[src/rtl/aux_input_debouncer.sv]
`default_nettype none
// ============================================================================
// Module      : aux_input_debouncer
// Description : Two-flop synchronizer and debouncer for the 16 slide switches
//               and the resume push-button. Presents a stable switch vector
//               with a change pulse, and a clean button level with press and
//               release pulses. All outputs are registered.
// Revision    : 1.0 - initial release
// ============================================================================
module aux_input_debouncer #(
  parameter int SwtBit    = 16,
  parameter int StableCnt = 1000000,
  parameter int CntBit    = 20
) (
  input  logic              clk,
  input  logic              rst_n,
  input  logic              btn_raw,
  input  logic [SwtBit-1:0] swt_raw,
  output logic [SwtBit-1:0] swt,
  output logic              swt_changed,
  output logic              btn_level,
  output logic              btn_press,
  output logic              btn_release
);

  // Terminal count: an input must be seen this many extra cycles to be accepted
  localparam logic [CntBit-1:0] CNT_LAST = CntBit'(StableCnt - 1);
  localparam logic [CntBit-1:0] CNT_ONE  = CntBit'(1);

  typedef enum logic [1:0] {
    IDLE_LOW  = 2'd0,
    WAIT_HIGH = 2'd1,
    HIGH      = 2'd2,
    WAIT_LOW  = 2'd3
  } btn_state_t;

  logic              btn_s1;
  logic              btn_s2;
  logic [SwtBit-1:0] swt_s1;
  logic [SwtBit-1:0] swt_s2;

  btn_state_t        state;
  logic [CntBit-1:0] bcnt;

  logic [SwtBit-1:0] cand;
  logic [CntBit-1:0] scnt;

  // Two-stage synchronizer for every asynchronous input bit
  always_ff @(posedge clk) begin
    if (!rst_n) begin
      btn_s1 <= 1'b0;
      btn_s2 <= 1'b0;
      swt_s1 <= '0;
      swt_s2 <= '0;
    end else begin
      btn_s1 <= btn_raw;
      btn_s2 <= btn_s1;
      swt_s1 <= swt_raw;
      swt_s2 <= swt_s1;
    end
  end

  // Button debounce FSM; a bounce back to the old level returns to the
  // settled state without any pulse, so the count restarts on the next try
  always_ff @(posedge clk) begin
    if (!rst_n) begin
      state       <= IDLE_LOW;
      bcnt        <= '0;
      btn_level   <= 1'b0;
      btn_press   <= 1'b0;
      btn_release <= 1'b0;
    end else begin
      btn_press   <= 1'b0;
      btn_release <= 1'b0;
      case (state)
        IDLE_LOW: begin
          if (btn_s2) begin
            state <= WAIT_HIGH;
            bcnt  <= '0;
          end
        end
        WAIT_HIGH: begin
          if (!btn_s2) begin
            state <= IDLE_LOW;
          end else if (bcnt == CNT_LAST) begin
            state     <= HIGH;
            btn_level <= 1'b1;
            btn_press <= 1'b1;
          end else begin
            bcnt <= bcnt + CNT_ONE;
          end
        end
        HIGH: begin
          if (!btn_s2) begin
            state <= WAIT_LOW;
            bcnt  <= '0;
          end
        end
        WAIT_LOW: begin
          if (btn_s2) begin
            state <= HIGH;
          end else if (bcnt == CNT_LAST) begin
            state       <= IDLE_LOW;
            btn_level   <= 1'b0;
            btn_release <= 1'b1;
          end else begin
            bcnt <= bcnt + CNT_ONE;
          end
        end
        default: begin
          state <= IDLE_LOW;
          bcnt  <= '0;
        end
      endcase
    end
  end

  // Switch debounce: any bit change restarts the whole vector; once the
  // candidate has been stable long enough it is published if it differs
  always_ff @(posedge clk) begin
    if (!rst_n) begin
      cand        <= '0;
      scnt        <= '0;
      swt         <= '0;
      swt_changed <= 1'b0;
    end else begin
      swt_changed <= 1'b0;
      if (swt_s2 != cand) begin
        cand <= swt_s2;
        scnt <= '0;
      end else if (scnt != CNT_LAST) begin
        scnt <= scnt + CNT_ONE;
      end else if (swt != cand) begin
        swt         <= cand;
        swt_changed <= 1'b1;
      end
    end
  end

endmodule
`default_nettype wire
[config.mk]
export PLATFORM = sky130hd
export DESIGN_NAME = aux_input_debouncer
export DESIGN_NICKNAME = d
export VERILOG_FILES = /design/src/rtl/aux_input_debouncer.sv
export SDC_FILE = /design/constraint.sdc
export NUM_CORES = 1
export LEC_CHECK = 0
export ABC_AREA = 0
export BUFFER_PORTS_ARGS = -buffer_cell sky130_fd_sc_hd__buf_2
export CORE_MARGIN = 5
export CORE_UTILIZATION = 63
export CTS_CLUSTER_DIAMETER = 80
export DETAILED_ROUTE_END_ITERATION = 10
export PLACE_DENSITY = 0.83
export SYNTH_ARGS = -nofsm -noshare
export SYNTH_HDL_FRONTEND = slang
export SYNTH_SLANG_ARGS = --single-unit
[constraint.sdc]
create_clock -name clk -period 3 [get_ports clk]
set_input_delay 0 -clock clk [delete_from_list [all_inputs] [get_ports clk]]
set_output_delay 0 -clock clk [all_outputs]
set_load 0.05 [all_outputs]
==> run metrics, run 1 <==
CTS clock-pin slew for the worst setup and hold paths=0.11 ns; post-synthesis sequential area ratio=48.22%; post-synthesis cell area=4649 um2; leading cell type in the layout, fill and taps excluded=sky130_fd_sc_hd__dfxtp_1; number of filler instances in the final layout=554; Post-Synth XOR/XNOR Area=9.230%; detailed-route DRC error count=0; most frequent cells in the layout=sky130_fd_sc_hd__dfxtp_1 (112), sky130_fd_sc_hd__and2_1 (52), sky130_fd_sc_hd__buf_2 (38), sky130_fd_sc_hd__nor2_1 (36), sky130_fd_sc_hd__xor2_1 (35); maximum root-to-sink buffer count=2; placer congestion estimate=0.8844; share of Yosys cell area claimed by the top area cell type=48.22%; RSZ-0062 raised after global routing=no; H-tree levels=3; main combinational cell family by area after synthesis=simple AND/OR/NAND/NOR gates; Vias/cell=5.734; worst min-delay path category=input pin to flop; endpoint kind of the worst setup timing path=flop; effective utilization at floorplan=64.45%; layout cell share with drive strength beyond 1=12.11%; Post-Synthesis Cells=494; share of flip-flops with an asynchronous set or reset=0%; result of the run=finished clean; final total negative setup slack=0 ns; power density of the placed cells=493.5 nW/um2; cell-by-cell trace of the critical path=xor2_1 -> nor4_1 -> nand4_1 -> o31ai_1 -> a21oi_1; worst setup path end=swt[15]; delay of the slowest critical-path stage=0.68 ns; CP arrival=2.60 ns; launching element of the worst setup path=cand[5]; CTS tree=done; wire length of the first global-routing pass=16280 um; VDD IR-drop max=290.2 uV; maximum net fanout on the critical path=17; 1st-pass router iterations=4; largest area contributor in the netlist=sky130_fd_sc_hd__dfxtp_1; CP startpoint kind=flop; wire length after detailed routing=9662 um; initial antenna violation count=0; distinct cell type count of the synthesized netlist=49; sum of net half-perimeters after detailed placement=6463 um; Vias=3693; io pins=39; routed wire length per instance=15.00 um; syn_nets=515; post-route fraction of the period consumed by the critical path=79.18%; Total Die Area=9198 um2; Yosys Warn Count=0; number of max-slew violations in the final report=0; Synth area leaders=sky130_fd_sc_hd__dfxtp_1 (48%), sky130_fd_sc_hd__and2_1 (7.0%), sky130_fd_sc_hd__xor2_1 (6.6%), sky130_fd_sc_hd__o31ai_1 (4.4%), sky130_fd_sc_hd__nand4_1 (4.0%); register bit total from synthesis=112; Final Hold Viols=0; multiplexer fraction of the synthesized cell area=0.4575%; count of port buffers added during placement=38; Top FF cell, synth=sky130_fd_sc_hd__dfxtp_1; number of instances in the placed design=612; final design instance area without fill=5260 um2; utilization after layout=72.91%; non-filler instance count after layout=644; number of setup violations in the final report=0; syn avg cell area=9.412 um2; beginning of the worst register-to-register path=cand[5]; cell at the root of the clock tree=sky130_fd_sc_hd__clkbuf_8; largest net degree at the start of global routing=37; Row Count=31; slowest cell on the critical path=sky130_fd_sc_hd__nand4_1; maximum clock rate=421.0 MHz; clock insertion delay at the later pin of the skew report=0.38 ns; share of the synthesized area in compound gates (AO/OA/AOI/OAI)=11.22%; post-CTS setup repair buffer count=0; final critical path time including I/O delays and setup=2.375 ns; fraction of the mapped netlist area in adder cells=0.5382%; width of the chip=95.91 um; first-iteration detailed-routing DRC count=176; number of antenna cells inserted=0; data required time of the critical path=3.22 ns; power consumption=2596 uW; static leakage power=0.002071 uW; Area growth syn-to-layout=13.13%; overflow left after global routing=0; CTS sink cnt=112; simple logic cell fraction of the synthesized area=27.10%; slew of the pin with the lowest slew margin=0.8197 ns; final net count=562; number of enable-type register cells in the synthesized netlist=0; Worst R2R Setup Slack=0.62 ns; Total Routing Usage GR=22.46%; post-placement cell area=4890 um2; CTS buffer count=9; r2r worst-path depth=5; vertical die dimension=95.91 um; capturing point of the worst reg2reg path=swt[15]; core footprint=7214 um2; worst slew margin relative to its limit=45.30%; number of global-route vias before repair=3535; Worst Clk Skew=0.009788 ns; Antenna Nets Post-Route=0; max-cap check violation count=0; category of the critical setup timing path=flop to flop
through the flow:
| stage | hold slack, ns | setup slack, ns |
|---|---|---|
| finish | 0.03107 | 0.6246 |
| detailed placement | 0.2096 | 0.6988 |
| global placement | 0.2058 | 0.8480 |
| CTS | 0.02412 | 0.6562 |
| global route | 0.02860 | 0.5145 |
| floorplan | 0.1273 | 0.8776 |
state kept, by name (all words and copies together), names as in the netlist, named ones only:
register     flops
btn_press        1
btn_level        1
swt_changed      1
btn_s2           1
swt_s1          16
cand            16
btn_release      1
scnt            20
bcnt            20
swt_s2          16
swt             16
btn_s1           1
state            1
worst max-delay path, delay by kind of cell (launching register included):
kind / cells / cell delay [ns]
AOI/OAI and AO/OA: 2 / 0.61
xor gates and xnor gates: 1 / 0.18
DFF: 1 / 0.36
and+or+nand+nor: 2 / 1.06
cells in the mapped netlist (all sizes together), types with 4 or more instances:
| master | number |
|---|---|
| nor2 | 36 |
| and3 | 7 |
| buf | 5 |
| clkbuf | 20 |
| xnor2 | 14 |
| o21a | 4 |
| a31oi | 4 |
| nor3 | 9 |
| o31ai | 27 |
| and4 | 6 |
| nand3 | 16 |
| xor2 | 35 |
| a21oi | 31 |
| nand4 | 30 |
| inv | 7 |
| or4 | 7 |
| nand2 | 24 |
| nor4 | 13 |
| dfxtp | 112 |
| and2 | 52 |
metal layers:
metal  share of wire [%]  track usage (%)
met5                   0                0
met4                 1.1            8.294
met3                 5.8            5.551
met2                  47            34.63
met1                  46            30.52
repair_timing:
action                                 in CTS  in global routing
endpoints found under the hold margin      17                  0
resized for setup                           0                  0
setup endpoints to repair                   0                  0
hold buffers                               17                  0
power breakdown:
group | internal, uW | total [uW] | switching [uW]
Sequential | 1520 | 1540 | 19.5
Clock | 396 | 908 | 512
Combinational | 61.9 | 152 | 90.5
logic make-up (layout without fill, tap and decap cells):
logic type / Yosys count / count (layout)
multiplexers: 2 / 2
AND/OR/NAND/NOR: 218 / 218
buffers and inverters: 32 / 83
flip-flops: 112 / 112
XOR/XNOR: 49 / 49
AO/OA/AOI/OAI: 79 / 79
adder cells (fa/ha/maj): 2 / 2
area by class of cell:
| class | instances | area (um2) | share of cell area (%) |
|---|---|---|---|
| clock buffer | 9 | 123.9 | 2.355 |
| clock inverter | 6 | 76.32 | 1.451 |
| inverter | 7 | 26.28 | 0.4995 |
| multi-input combinational | 350 | 2262 | 43.01 |
| sequential | 112 | 2242 | 42.63 |
| tap | 99 | 123.9 | 2.355 |
| timing repair buffer | 61 | 405.4 | 7.707 |
how the worst min path moves through the flow:
| stage | depth (start not counted) | start | slack [ns] | endpoint |
|---|---|---|---|---|
| floorplan | 1 | btn_raw | 0.13 | btn_s1 |
| global placement | 2 | btn_raw | 0.21 | btn_s1 |
| detailed placement | 2 | swt_raw[7] | 0.21 | swt_s1[7] |
| CTS | 2 | rst_n | 0.02 | bcnt[12] |
| global route | 2 | rst_n | 0.03 | bcnt[12] |
| finish | 2 | rst_n | 0.03 | bcnt[12] |
Power figures use the tool's default switching activity.
==> run 2: changes to the inputs <==
--- a/config.mk
+++ b/config.mk
@@ -5,13 +5,13 @@
 export SDC_FILE = /design/constraint.sdc
 export NUM_CORES = 1
 export LEC_CHECK = 0
-export ABC_AREA = 0
+export ABC_AREA = 1
 export BUFFER_PORTS_ARGS = -buffer_cell sky130_fd_sc_hd__buf_2
 export CORE_MARGIN = 5
-export CORE_UTILIZATION = 63
+export CORE_UTILIZATION = 60
 export CTS_CLUSTER_DIAMETER = 80
 export DETAILED_ROUTE_END_ITERATION = 10
-export PLACE_DENSITY = 0.83
+export PLACE_DENSITY = 0.79
 export SYNTH_ARGS = -nofsm -noshare
 export SYNTH_HDL_FRONTEND = slang
 export SYNTH_SLANG_ARGS = --single-unit
==> constraint.sdc (replaced) <==
create_clock -name clk -period 2.35 [get_ports clk]
set_input_delay 0 -clock clk [delete_from_list [all_inputs] [get_ports clk]]
set_output_delay 0 -clock clk [all_outputs]
set_load 0.05 [all_outputs]
==> run 2 against run 1 <==
Routed wire length increased by 22%. Non-clock buffer count increased by 9. Critical path depth increased by 6. Core utilization decreased by 2.5 points. Area after synthesis increased by 16%. Largest cell class unchanged.
==> run metrics, run 2 <==
Area growth syn-to-layout=14.11%; routed wire length per instance=12.05 um (-20%); layout cell share with drive strength beyond 1=13.13% (+1.0 points); Total Die Area=11010 um2 (+20%); Vias=4918 (+33%); cell-by-cell trace of the critical path=ha_1 -> nand2_1 -> inv_2 -> nand2_1 -> nor3_2 -> nand3_2 -> nand2_2 -> inv_2 -> nor2_1 -> nor2_1 -> nor2_1; maximum clock rate=492.0 MHz (+17%); VDD IR-drop max=311.9 uV (+7.5%); Stages on worst setup path=11 (+6); Total Routing Usage GR=21.87% (-0.59 points); number of max-slew violations in the final report=0 (unchanged); effective utilization at floorplan=61.72% (-2.7 points); Worst R2R Setup Slack=0.32 ns (-0.31 ns); 1st-pass router iterations=5 (+1); cell with the most instances after synthesis=sky130_fd_sc_hd__nand2_1; first-iteration detailed-routing DRC count=263 (+49%); Final Hold Viols=0 (unchanged); post-synthesis cell area=5409 um2 (+16%); core footprint=8763 um2 (+21%); RSZ-0062 raised after global routing=no; share of flip-flops with an asynchronous set or reset=0% (unchanged); max-cap check violation count=0 (unchanged); Post-Synthesis Cells=798 (+62%); cell type with the highest occurrence count on the critical path=sky130_fd_sc_hd__nor2_1; slowest cell on the critical path=sky130_fd_sc_hd__dfxtp_1; result of the run=finished clean; maximum net fanout on the critical path=22 (+5); power share of the combinational group=7.3% (+1.4 points); CTS tree=done; syn_nets=819 (+59%); count of port buffers added during placement=38 (unchanged); Worst path top cell family by delay=simple AND/OR/NAND/NOR gates; switching fraction of total power=27.70% (+3.8 points); maximum root-to-sink buffer count=2 (unchanged); worst min-delay path category=input pin to flop; Row Count=34 (+9.7%); data required time of the critical path=2.67 ns (-0.55 ns); register bit total from synthesis=112 (unchanged); final net count=884 (+57%); post-synthesis sequential area ratio=41.45% (-6.8 points); overflow left after global routing=0 (unchanged); number of enable-type register cells in the synthesized netlist=0 (unchanged); worst slew margin relative to its limit=62.71% (+17 points); power density of the placed cells=557.6 nW/um2 (+13%); post-placement cell area=5662 um2 (+16%); commonest cells in the netlist=sky130_fd_sc_hd__nand2_1 (243), sky130_fd_sc_hd__inv_1 (124), sky130_fd_sc_hd__dfxtp_1 (112); crit path buf inv count=2 (+2); placer congestion estimate=0.9382 (+6.1%); clock insertion delay at the later pin of the skew report=0.39 ns (about the same); category of the critical setup timing path=flop to flop; Synth area leaders=sky130_fd_sc_hd__dfxtp_1 (41%), sky130_fd_sc_hd__nand2_1 (17%), sky130_fd_sc_hd__inv_1 (8.6%), sky130_fd_sc_hd__nor2_1 (6.9%), sky130_fd_sc_hd__xor2_1 (2.9%); share of Yosys cell area claimed by the top area cell type=41.45% (-6.8 points); CP startpoint kind=flop; final design instance area without fill=6172 um2 (+17%); CTS buffer count=9 (unchanged); wire length after detailed routing=11760 um (+22%); number of setup violations in the final report=0 (unchanged); endpoint kind of the worst setup timing path=flop; final critical path time including I/O delays and setup=2.033 ns (-0.3428 ns); Power Internal=2488 uW (+26%); delay of the slowest critical-path stage=0.40 ns (-0.28 ns); detailed-route DRC error count=0 (unchanged); clock share of power=35.7% (+0.7 points); syn avg cell area=6.778 um2 (-28%); r2r worst-path depth=11 (+6); most frequent cells in the layout=sky130_fd_sc_hd__nand2_1 (243), sky130_fd_sc_hd__inv_1 (124), sky130_fd_sc_hd__dfxtp_1 (112), sky130_fd_sc_hd__nor2_1 (100), sky130_fd_sc_hd__buf_2 (38); leading cell type in the layout, fill and taps excluded=sky130_fd_sc_hd__nand2_1; Seq pwr share=57.0% (-2.1 points); Regs by FF count=bcnt: 20 flops, scnt: 20 flops; largest area contributor in the netlist=sky130_fd_sc_hd__dfxtp_1; net switching power of the design=953.3 uW (+53%); Yosys Warn Count=0 (unchanged); initial antenna violation count=0 (unchanged); final total negative setup slack=0 ns (unchanged); width of the chip=104.9 um (+9.4%); vertical die dimension=104.9 um (+9.4%); distinct cell type count of the synthesized netlist=37 (-24%); Vias/cell=5.039 (-12%); Worst Clk Skew=0.009521 ns (-0.0002665 ns); post-route fraction of the period consumed by the critical path=86.49% (+7.3 points); Top FF cell, synth=sky130_fd_sc_hd__dfxtp_1; number of cells upsized or downsized after cts=0 (unchanged); number of global-route vias before repair=4555 (+29%); io pins=39 (unchanged); wire length of the first global-routing pass=20250 um (+24%); sum of net half-perimeters after detailed placement=8202 um (+27%); number of antenna cells inserted=0 (unchanged); largest net degree at the start of global routing=37 (unchanged); CP arrival=2.36 ns (-0.24 ns); worst hold path depth=4 (+2); CTS sink cnt=112 (unchanged); H-tree levels=3 (unchanged); CTS clock-pin slew for the worst setup and hold paths=0.12 ns (about the same); slew of the pin with the lowest slew margin=0.5551 ns (-0.2645 ns); Antenna Nets Post-Route=0 (unchanged); static leakage power=0.002966 uW (+43%); cell at the root of the clock tree=sky130_fd_sc_hd__clkbuf_8
run 2: cell count changes after synthesis, sizes merged, moves of 17 or more:
cell	delta
xor2	-17
nand2	+228
and2	-52
nor2	+86
inv	+131
o31ai	-27
run 2: cell type report:
class | instances | area, um2
multi-input cells | 531 | 2549
repair buffers | 70 | 503.0
well taps | 108 | 135.1
clock buffers | 9 | 123.9
fillers | 765 | 2591
clock inverters | 7 | 96.34
inverters | 139 | 523.0
flip-flops and latches | 112 | 2242
run 2: power groups by stage:
stage / clock network (uW) / logic (uW) / registers (uW)
finish: 1230 / 251 / 1960
global route: 1330 / 283 / 1970
CTS: 1250 / 248 / 1960
detailed placement: 0 / 211 / 2000
global placement: 0 / 205 / 2000
floorplan: 0 / 162 / 2000
run 2: timing repair:
item | CTS | global route
endpoints found under the hold margin | 18 | 0
hold buffers | 29 | 0
buffers inserted | 0 | 0
run 2: worst paths after layout:
path / endpoint / startpoint
min: swt_s1[4] / swt_raw[4]
min reg2reg: swt_s2[2] / swt_s1[2]
max: bcnt[16] / bcnt[0]
max reg2reg: bcnt[16] / bcnt[0]
run 2: routing by layer:
layer	track usage [%]	part of all wire (%)	vias up
li1	-	-	2552
met1	29.60	46	2207
met2	36.02	46	145
met3	4.192	6.6	14
met4	5.571	0.99	0
met5	0	0	-
run 2: logic make-up after synthesis:
group,Yosys count,synth area share [%]
flops,112,41.45
buf+inv,155,11.43
xor+xnor,31,5.020
compound gates,40,3.817
fa+ha+maj,2,0.4626
simple gates,458,37.82
run 2: metrics by stage:
step | total power [uW] | cells | hold WS [ns] | util, % | setup WS (ns)
after floorplan | 2158 | 798 | 0.09763 | - | 0.6219
after global placement | 2208 | 931 | 0.1809 | 64.61 | 0.4756
after detailed placement | 2216 | 931 | 0.1827 | 64.61 | 0.3865
after CTS | 3461 | 976 | 0.3040 | 70.43 | 0.3231
after global routing | 3580 | 976 | 0.3213 | 70.43 | 0.07555
final | 3441 | 976 | 0.3219 | 70.43 | 0.3174
run 2: worst reg2reg max path: stages (launching register included):
cell,delay (ns)
sky130_fd_sc_hd__dfxtp_1,0.40
sky130_fd_sc_hd__ha_1,0.18
sky130_fd_sc_hd__nand2_1,0.10
sky130_fd_sc_hd__inv_2,0.07
sky130_fd_sc_hd__nand2_1,0.09
sky130_fd_sc_hd__nor3_2,0.15
sky130_fd_sc_hd__nand3_2,0.17
sky130_fd_sc_hd__nand2_2,0.39
sky130_fd_sc_hd__inv_2,0.16
sky130_fd_sc_hd__nor2_1,0.14
sky130_fd_sc_hd__nor2_1,0.06
sky130_fd_sc_hd__nor2_1,0.07
==> run 3: changes to the inputs <==
--- a/config.mk
+++ b/config.mk
@@ -7,11 +7,12 @@
 export LEC_CHECK = 0
 export ABC_AREA = 1
 export BUFFER_PORTS_ARGS = -buffer_cell sky130_fd_sc_hd__buf_2
+export CORE_ASPECT_RATIO = 2
 export CORE_MARGIN = 5
 export CORE_UTILIZATION = 60
 export CTS_CLUSTER_DIAMETER = 80
 export DETAILED_ROUTE_END_ITERATION = 10
-export PLACE_DENSITY = 0.79
+export PLACE_DENSITY = 0.86
 export SYNTH_ARGS = -nofsm -noshare
 export SYNTH_HDL_FRONTEND = slang
 export SYNTH_SLANG_ARGS = --single-unit
==> run 3 against run 2 <==
Cell count down 1.6%. Die area up 1.0%. Sequential power about the same. Routed wire length up 3.5%. Combinational power down 3%. Sequential share of layout area unchanged. Flip-flop and latch count unchanged. Highest routed layer unchanged.
==> run metrics, run 3 (synthesized netlist as in run 2, its figures left out) <==
VDD IR-drop max=442.6 uV (+42%); CTS sink cnt=112 (unchanged); static leakage power=0.002983 uW (+0.56%); largest net degree at the start of global routing=70 (+89%); initial antenna violation count=0 (unchanged); data required time of the critical path=2.64 ns (-0.03 ns); number of setup violations in the final report=0 (unchanged); cell type with the highest occurrence count on the critical path=sky130_fd_sc_hd__nor2_1; Area growth syn-to-layout=14.11% (unchanged); number of antenna cells inserted=0 (unchanged); post-CTS setup repair buffer count=0 (unchanged); maximum net fanout on the critical path=22 (unchanged); category of the critical setup timing path=flop to flop; final net count=874 (-1.1%); slew of the pin with the lowest slew margin=0.4626 ns (-0.09258 ns); Worst path top cell family by delay=simple AND/OR/NAND/NOR gates; delay of the slowest critical-path stage=0.38 ns (-0.02 ns); CTS buffer count=9 (unchanged); Total Routing Usage GR=23.02% (+1.2 points); placer congestion estimate=1.008 (+7.4%); maximum clock rate=503.1 MHz (+2.3%); number of max-slew violations in the final report=0 (unchanged); count of port buffers added during placement=38 (unchanged); Vias=4890 (-0.57%); effective utilization at floorplan=60.84% (-0.88 points); H-tree levels=3 (unchanged); CTS clock-pin slew for the worst setup and hold paths=0.07 ns (-0.05 ns); most frequent cells in the layout=sky130_fd_sc_hd__nand2_1 (243), sky130_fd_sc_hd__inv_1 (124), sky130_fd_sc_hd__dfxtp_1 (112), sky130_fd_sc_hd__nor2_1 (100), sky130_fd_sc_hd__buf_2 (38); CP arrival=2.28 ns (-0.08 ns); CP startpoint kind=flop; Antenna Nets Post-Route=0 (unchanged); core footprint=8890 um2 (+1.4%); overflow left after global routing=0 (unchanged); total area of multi-input combinational cells=2549 um2 (unchanged); Row Count=49 (+44%); width of the chip=77.14 um (-26%); layout cell share with drive strength beyond 1=13.29% (+0.15 points); Worst Clk Skew=0.01020 ns (+0.0006755 ns); sum of net half-perimeters after detailed placement=8888 um (+8.4%); post-route fraction of the period consumed by the critical path=84.58% (-1.9 points); tightest hold margin=0.3613 ns (+0.03935 ns); endpoint kind of the worst setup timing path=flop; detailed-route DRC error count=0 (unchanged); wire length after detailed routing=12170 um (+3.5%); clock insertion delay at the later pin of the skew report=0.35 ns (-0.04 ns); CTS tree=done; crit path buf inv count=2 (unchanged); 1st-pass router iterations=5 (unchanged); maximum root-to-sink buffer count=2 (unchanged); result of the run=finished clean; routed wire length per instance=12.68 um (+5.2%); slowest cell on the critical path=sky130_fd_sc_hd__dfxtp_1; utilization after layout=69.43% (-1.0 points); number of global-route vias before repair=4864 (+6.8%); cell-by-cell trace of the critical path=ha_1 -> nand2_1 -> inv_2 -> nand2_1 -> nor3_2 -> nand3_2 -> nand2_2 -> inv_2 -> nor2_1 -> nor2_1 -> nor2_1; first-iteration detailed-routing DRC count=216 (-18%); power consumption=3801 uW (+10%); Vias/cell=5.094 (+1.1%); RSZ-0062 raised after global routing=no; Total Die Area=11130 um2 (+1.0%); Final Hold Viols=0 (unchanged); worst slew margin relative to its limit=68.93% (+6.2 points); power density of the placed cells=615.8 nW/um2 (+10%); io pins=39 (unchanged); leading cell type in the layout, fill and taps excluded=sky130_fd_sc_hd__nand2_1; Regs by FF count=bcnt: 20 flops, scnt: 20 flops; sequential cell area=2242 um2 (unchanged); max-cap check violation count=0 (unchanged); vertical die dimension=144.3 um (+37%); final critical path time including I/O delays and setup=1.988 ns (-0.04485 ns); number of filler instances in the final layout=741 (-3.1%); cell at the root of the clock tree=sky130_fd_sc_hd__clkbuf_16; worst min-delay path category=input pin to flop; final total negative setup slack=0 ns (unchanged); wire length of the first global-routing pass=20800 um (+2.7%)
[run 3: power breakdown]
| part | switching, uW | internal [uW] |
|---|---|---|
| combinational | 149 | 94.5 |
| clock | 706 | 893 |
| sequential | 26.0 | 1930 |
[run 3: what timing repair did]
action	CTS	global route
hold buffers	19	0
endpoints found under the setup margin	0	0
hold endpoints to repair	19	0
gates resized for setup	0	0
[run 3: layout make-up]
class | count | share of cell area (%)
timing repair buffer | 60 | 6.730
inverter | 139 | 8.474
tap | 102 | 2.068
sequential | 112 | 36.33
clock buffer | 11 | 4.095
multi-input combinational | 531 | 41.29
clock inverter | 5 | 1.014
[run 3: final timing paths]
kind | startpoint | to | slack [ns] | cells after the start
worst max register to register | bcnt[0] | bcnt[16] | 0.36 | 11
worst min-delay path | swt_raw[2] | swt_s1[2] | 0.36 | 4
worst max-delay path | bcnt[0] | bcnt[16] | 0.36 | 11
worst min register to register | swt_s1[8] | swt_s2[8] | 0.40 | 2
[run 3: routing by layer]
layer / vias up / track usage, % / routed length, um
met2: 124 / 44.36 / 6727
li1: 2523 / - / -
met3: 56 / 4.239 / 436
met5: - / 0 / 0
met4: 0 / 16.58 / 741
met1: 2187 / 20.78 / 4264
[run 3: stage by stage]
step	setup WS, ns	area, um2	instances
final	0.3623	6172	960
after global routing	0.08422	6172	960
after floorplan	0.6219	5409	798
after global placement	0.4444	5667	925
after CTS	0.3909	6172	960
after detailed placement	0.4204	5667	925
[run 3: tightest hold or removal path, delay by kind of cell]
kind / cells / cell delay, ns
buf+inv: 3 / 0.64
simple gates: 1 / 0.04
